--- src/rtl/alu_word_sequencer.sv ---
// Steps a BYTES-wide word operation through an external 8-bit ALU, one byte per cycle,
// LSB first, chaining carry/borrow between slices and returning the word result.
module alu_word_sequencer #(
  parameter int BYTES = 4
) (
  input  logic                 clk,
  input  logic                 rst,
  input  logic                 inValid,
  output logic                 inReady,
  input  logic [2:0]           inOp,
  input  logic [8*BYTES-1:0]   inA,
  input  logic [8*BYTES-1:0]   inB,
  input  logic                 inCarry,
  output logic                 outValid,
  input  logic                 outReady,
  output logic [8*BYTES-1:0]   outResult,
  output logic                 outCarry,
  output logic                 outZero,
  output logic                 outError,
  output logic [7:0]           aluA,
  output logic [7:0]           aluB,
  output logic                 aluCarryIn,
  output logic [2:0]           aluOperation,
  input  logic [7:0]           aluResult,
  input  logic                 aluCarryOut
);

  localparam int IDXW = (BYTES > 1) ? $clog2(BYTES) : 1;
  localparam logic [IDXW-1:0] LASTIDX = IDXW'(BYTES - 1);
  localparam logic [2:0] OP_ILLEGAL = 3'b111;

  typedef enum logic [1:0] {IDLE, RUN, DONE} state_t;

  state_t               r_state;
  logic [8*BYTES-1:0]   r_a;
  logic [8*BYTES-1:0]   r_b;
  logic [2:0]           r_op;
  logic                 r_carryIn;
  logic                 r_chain;
  logic [IDXW-1:0]      r_byteIdx;
  logic [8*BYTES-1:0]   r_result;
  logic                 r_outCarry;
  logic                 r_outZero;
  logic                 r_outError;
  logic [8*BYTES-1:0]   w_nextResult;
  logic                 w_lastByte;

  assign w_lastByte = (r_byteIdx == LASTIDX);

  // Slices after byte 0 always run the carry-consuming form of the arithmetic op.
  always_comb begin
    aluA         = 8'h00;
    aluB         = 8'h00;
    aluOperation = 3'b000;
    aluCarryIn   = 1'b0;
    if (r_state == RUN) begin
      aluA = r_a[8*r_byteIdx +: 8];
      aluB = r_b[8*r_byteIdx +: 8];
      if (r_op[2]) begin
        aluOperation = r_op;
      end else if (r_byteIdx == '0) begin
        aluOperation = r_op;
        aluCarryIn   = r_op[0] & r_carryIn;
      end else begin
        aluOperation = {1'b0, r_op[1], 1'b1};
        aluCarryIn   = r_chain;
      end
    end
  end

  always_comb begin
    w_nextResult = r_result;
    w_nextResult[8*r_byteIdx +: 8] = aluResult;
  end

  always_ff @(posedge clk or posedge rst) begin
    if (rst) begin
      r_state    <= IDLE;
      r_a        <= '0;
      r_b        <= '0;
      r_op       <= 3'b000;
      r_carryIn  <= 1'b0;
      r_chain    <= 1'b0;
      r_byteIdx  <= '0;
      r_result   <= '0;
      r_outCarry <= 1'b0;
      r_outZero  <= 1'b0;
      r_outError <= 1'b0;
    end else begin
      case (r_state)
        IDLE: begin
          if (inValid) begin
            r_a        <= inA;
            r_b        <= inB;
            r_op       <= inOp;
            r_carryIn  <= inCarry;
            r_chain    <= 1'b0;
            r_byteIdx  <= '0;
            r_result   <= '0;
            r_outCarry <= 1'b0;
            r_outZero  <= (inOp == OP_ILLEGAL);
            r_outError <= (inOp == OP_ILLEGAL);
            r_state    <= (inOp == OP_ILLEGAL) ? DONE : RUN;
          end
        end
        RUN: begin
          r_result <= w_nextResult;
          r_chain  <= aluCarryOut;
          if (w_lastByte) begin
            r_byteIdx  <= '0;
            r_outCarry <= ~r_op[2] & aluCarryOut;
            r_outZero  <= (w_nextResult == '0);
            r_state    <= DONE;
          end else begin
            r_byteIdx <= r_byteIdx + 1'b1;
          end
        end
        DONE: begin
          if (outReady) begin
            r_state <= IDLE;
          end
        end
        default: r_state <= IDLE;
      endcase
    end
  end

  // Ready is gated by rst directly so it drops the moment reset asserts.
  assign inReady   = (r_state == IDLE) && !rst;
  assign outValid  = (r_state == DONE);
  assign outResult = r_result;
  assign outCarry  = r_outCarry;
  assign outZero   = r_outZero;
  assign outError  = r_outError;

endmodule

--- config.mk ---
export PLATFORM = sky130hd
export DESIGN_NAME = alu_word_sequencer
export DESIGN_NICKNAME = d
export VERILOG_FILES = /design/src/rtl/alu_word_sequencer.sv
export SDC_FILE = /design/constraint.sdc
export NUM_CORES = 1
export LEC_CHECK = 0
export ABC_AREA = 0
export BUFFER_PORTS_ARGS = -buffer_cell sky130_fd_sc_hd__buf_2
export CAP_MARGIN = 40
export CORE_MARGIN = 3
export CORE_UTILIZATION = 45
export DETAILED_ROUTE_END_ITERATION = 6
export PLACE_DENSITY = 0.7
export SLEW_MARGIN = 5
export SYNTH_ARGS = -nofsm -noshare
export SYNTH_HDL_FRONTEND = slang
export SYNTH_SLANG_ARGS = --single-unit
--- constraint.sdc ---
create_clock -name clk -period 3.8 [get_ports clk]
set_input_delay 0.19 -clock clk [delete_from_list [all_inputs] [get_ports clk]]
set_output_delay 0.19 -clock clk [all_outputs]
set_load 0.02 [all_outputs]
======== After elaboration in Yosys (flattened, before gate mapping) ========
Cells that the tools add are included.
W data, S select, Z words.
word-level totals
  bits in registers ....................... 108
  word-level logic and storage cells ...... 63
operators by class
  add/subtract/negate cells ............... 2
  equal/unequal tests ..................... 7
  shift operators ......................... 4
  mux-type cells .......................... 26
  bitwise logic cells ..................... 3
  reductions and logical operators ........ 10
operator list
  cell                       number
  $pmux W32 S2               1
  $shiftx A32 B6 Y8          2
  $neg A5 Y34                1
  $shift A8 B34 Y32 const A  1
  $shiftx A8 B34 Y32         1
  $bwmux W32                 1
  $logic_not A32 Y1          1
  $mux W32                   1
  $mux W8                    2
  $mux W2                    6
  $mux W1                    8
  $mux W3                    2
  $pmux W1 S2                3
  $pmux W2 S3                1
  $reduce_and A3 Y1          2
  $eq A2 B2 Y1 const B       2
  $logic_not A2 Y1           2
  $ne A2 B2 Y1 const B       2
  $pmux W2 S2                1
  $reduce_and A2 Y1          2
  $eq A3 B3 Y1 const B       1
  $add A2 B1 Y2 const B      1
  $and A1 B1 Y1              2
  $eq A2 B1 Y1 const B       1
  other kinds (5)            5

======== Logic depth before layout (Yosys ltp) ========
  depth after elaboration ................. 6
  gate-level depth with buffers ........... 9
  mapped depth without buffers ............ 6

======== Worst setup path before layout ========
Ideal clock, no wire load.
  kind .................................... register -> register
  from .................................... reg r_byteIdx[1]
  to ...................................... reg r_result[24], in the netlist outResult[24]
  library setup time ...................... 0.066 ns
  arrival ................................. 2.080 ns
  required time ........................... 3.734 ns
  path slack .............................. 1.654 ns
  cell stages (with the launch flop) ...... 8
  path buffers ............................ 2
  cell sequence ........................... dfrtp_1 clkbuf_1 buf_2 inv_1 ha_1 or3_4 nor3_4 a22o_1
between the ends
  longest elaborated chain between the ends .. 4
  elaborated cells on any way between the ends .. 5
  classes of those cells .................. add/sub (1); shift (2); mux (2)
ends and longest elaborated chain
  item                                                     line  text
  start: declaration                                       40    logic [IDXW-1:0] r_byteIdx;
  start signal: assignment                                 115   r_byteIdx <= r_byteIdx + 1'b1;
  $neg A5 Y34 *                                            73    w_nextResult[8*r_byteIdx +: 8] = aluResult;
  $shiftx A8 B34 Y32 or $shift A8 B34 Y32 (tied branches)  73
  $bwmux W32 *                                             73
  $pmux W32 S2 *                                           90    case (r_state)
  end signal: assignment                                   107   r_result <= w_nextResult;
  end: declaration                                         41    logic [8*BYTES-1:0] r_result;
Every way passes the cells marked *; elsewhere a longest branch is shown, timed or not.
A chain may end at the register's enable or synchronous reset.

======== Worst setup path after layout ========
  from .................................... reg r_byteIdx[0]
  to ...................................... out aluA[0]
between the ends
  longest elaborated chain between the ends .. 2
ends and longest elaborated chain
  item               line  text
  $shiftx A32 B6 Y8  57    aluA = r_a[8*r_byteIdx +: 8];
  $mux W8            56    if (r_state == RUN) begin
  end: declaration   20    output logic [7:0] aluA,
No other way between the ends.

==> metrics <==
via count 4,063; Sw Ratio 0.418; vias in the first global route 4,198; sequential area share after synthesis 0.550; reg2reg setup slack 1490 ps; Worst VDD drop 0.000352 V; GRT Overall Usage 0.205; CTS root buffer clkbuf_8; Die ar. 12,200 um^2; reg2reg start r_byteIdx[0]$_DFFE_PP0P_; Final GP Congestion 0.860; n_diodes 0; Post-Route WL 12.2 mm; Seq pwr share 0.399; area delta synth->final 24.7%; Comb pwr share 0.461; Crit Path Class reg -> out; worst min path class in -> reg; total core area 10,500 um^2; setup tns final 0 ps; Peak Freq 0.382 GHz; Syn Nets 578; Die Wd 110 um; Syn Inst Count 491; Register-to-Register Path Depth 5; final worst-path cycle share 0.688; total power 4.78 mW; Avg WL per Cell 15.6 um; largest net degree at the start of global routing 64; capturing point of the worst reg2reg path outResult[2]$_DFFE_PP0P_; # IOs 138; syn_area_per_cell 10.0 um^2; DRC Markers 0; CTS tree done; Final setup viols 0; DR vias/cell 5.20; final setup margin 1180 ps; final net count 727; clock network fraction of total power 0.140; Leak 3.28 nW; Setup crit start r_byteIdx[0]$_DFFE_PP0P_; Synth Warn # 0; status completed; commonest non-fill, non-tap cells in the layout nand2_1, buf_2, dfrtp_1; RSZ-0062 raised after global routing false; clk slew on worst S/H paths 110 ps; net switching power 2.00 mW; Int Pwr 2.78 mW; global-route wire length before repair 20.7 mm; antenna violations before repair 0; Detailed Routing Iterations Pass 1 4; worst-path fanout max 13; Synth Cell Area 4910 um^2; clk_skew 12.0 ps; Worst-Margin Slew 852 ps; Tmin final 2620 ps; #FFs+latches synth 108; most common cell after layout, fill and taps aside nand2_1; Initial DRC Count 259; layout cells sized above 1 0.293; Pins Over Slew Limit 0; num rows 37; GRT overflow 0; max_cap viols 0; Post-CTS Setup Repair Bufs 0; worst slack, placed 1490 ps; Setup crit end aluA[0]; H-tree depth 3; crit path launch type register; clk sinks 108; Worst EP required 3610 ps; PostCTS Resize Cnt 0; clock buffer depth 2; hold slack 17.7 ps; PortBufs 137; remaining antenna violation count 0; Pwr Density 781 nW/um^2; total clock buffers created by CTS 9; dpl hpwl 8.69 mm; final number of hold-violating endpoints 0; Slew HR 0.430; Crit. End Element output pin; DIE HEIGHT 110 um; clock latency at the later pin of the worst-skew pair 370 ps; crit path DAT 2430 ps; Netlist cell types 37; Starting Density 0.469
==> state kept, by name (all words and copies together) (netlist names) <==
register	cells
outZero	1
outCarry	1
r_byteIdx	2
r_b	32
r_state	2
outError	1
outResult	32
r_chain	1
r_carryIn	1
r_op	3
r_a	32
==> critical path, stage by stage, from the launching register on <==
cell and delay, ps:
dfrtp_1 800, buf_4 390, mux4_2 530, and2_1 180
buf_2 160
==> kinds of logic after synthesis <==
family / synth area share
multiplexers: 0.0734
AND/OR/NAND/NOR: 0.241
buffers and inverters: 0.0321
adder cells (fa/ha/maj): 0.0153
AO/OA/AOI/OAI: 0.0874
flip-flops: 0.550
==> Yosys cell counts (all sizes together) <==
cell | count | area (um^2)
and2 | 19 | 119
o31a | 2 | 17.5
a21oi | 10 | 65.1
dfrtp | 108 | 2700
nor4b | 1 | 8.76
or3 | 2 | 17.5
nand2b | 4 | 32.5
mux4 | 16 | 360
and2b | 1 | 7.51
a22o | 32 | 280
buf | 22 | 115
nand4 | 1 | 6.26
nor4 | 11 | 68.8
clkbuf | 5 | 20.0
nand3 | 5 | 25.0
a31o | 1 | 8.76
a31oi | 2 | 12.5
o21ai | 6 | 30.0
o31ai | 2 | 15.0
ha | 6 | 75.1
nand2 | 213 | 800
inv | 6 | 22.5
nor3 | 4 | 36.3
nor2 | 6 | 25.0
nor2b | 3 | 18.8
nor3b | 1 | 7.51
and3 | 2 | 12.5
==> worst min path at each step <==
stage / to / cells after the start / slack (ps) / from
after floorplan: r_a[0]$_DFFE_PP0P_ / 2 / 300 / inA[0]
after global placement: r_b[8]$_DFFE_PP0P_ / 3 / 380 / inB[8]
after detailed placement: r_state[0]$_DFFE_PP0P_ / 2 / 130 / rst
after CTS: r_a[12]$_DFFE_PP0P_ / 3 / 0.7 / inA[12]
after global routing: r_a[6]$_DFFE_PP0P_ / 3 / 4 / inA[6]
final: r_a[6]$_DFFE_PP0P_ / 3 / 20 / inA[6]
==> layer usage <==
metal,track usage,part of all wire,vias up
met5,0,0,-
met4,0.0739,0.018,0
met3,0.0334,0.057,20
met2,0.331,0.48,139
met1,0.282,0.44,1963
li1,-,-,1941
==> timing repair <==
item,4_1_cts,5_1_grt
hold buffers,19,1
endpoints found under the setup margin,0,0
endpoints found under the hold margin,27,1
==> metrics by stage <==
| stage | util | cells | instance area (um^2) |
|---|---|---|---|
| final | 0.585 | 781 | 6120 |
| after detailed placement | 0.549 | 745 | 5740 |
| after CTS | 0.584 | 780 | 6110 |
| after floorplan | - | 491 | 4910 |
| after global placement | 0.543 | 743 | 5690 |
| after global routing | 0.585 | 781 | 6120 |
==> power groups by stage <==
stage	sequential, mW	clock, mW	combinational, mW
final	1.91	0.669	2.21
after global routing	1.97	0.729	2.46
after CTS	1.91	0.681	2.23
after detailed placement	1.93	0	2.21
after global placement	1.91	0	2.11
after floorplan	1.90	0	1.58
==> area by class of cell <==
class                      instances  area (um^2)
timing repair buffer             165          986
sequential                       108         2700
clock inverter                     6         56.3
multi-input combinational        350         2060
tap                              136          170
clock buffer                      10          128
inverter                           6         25.0
fill                             926         4340
(Power assumes the default switching activity.)
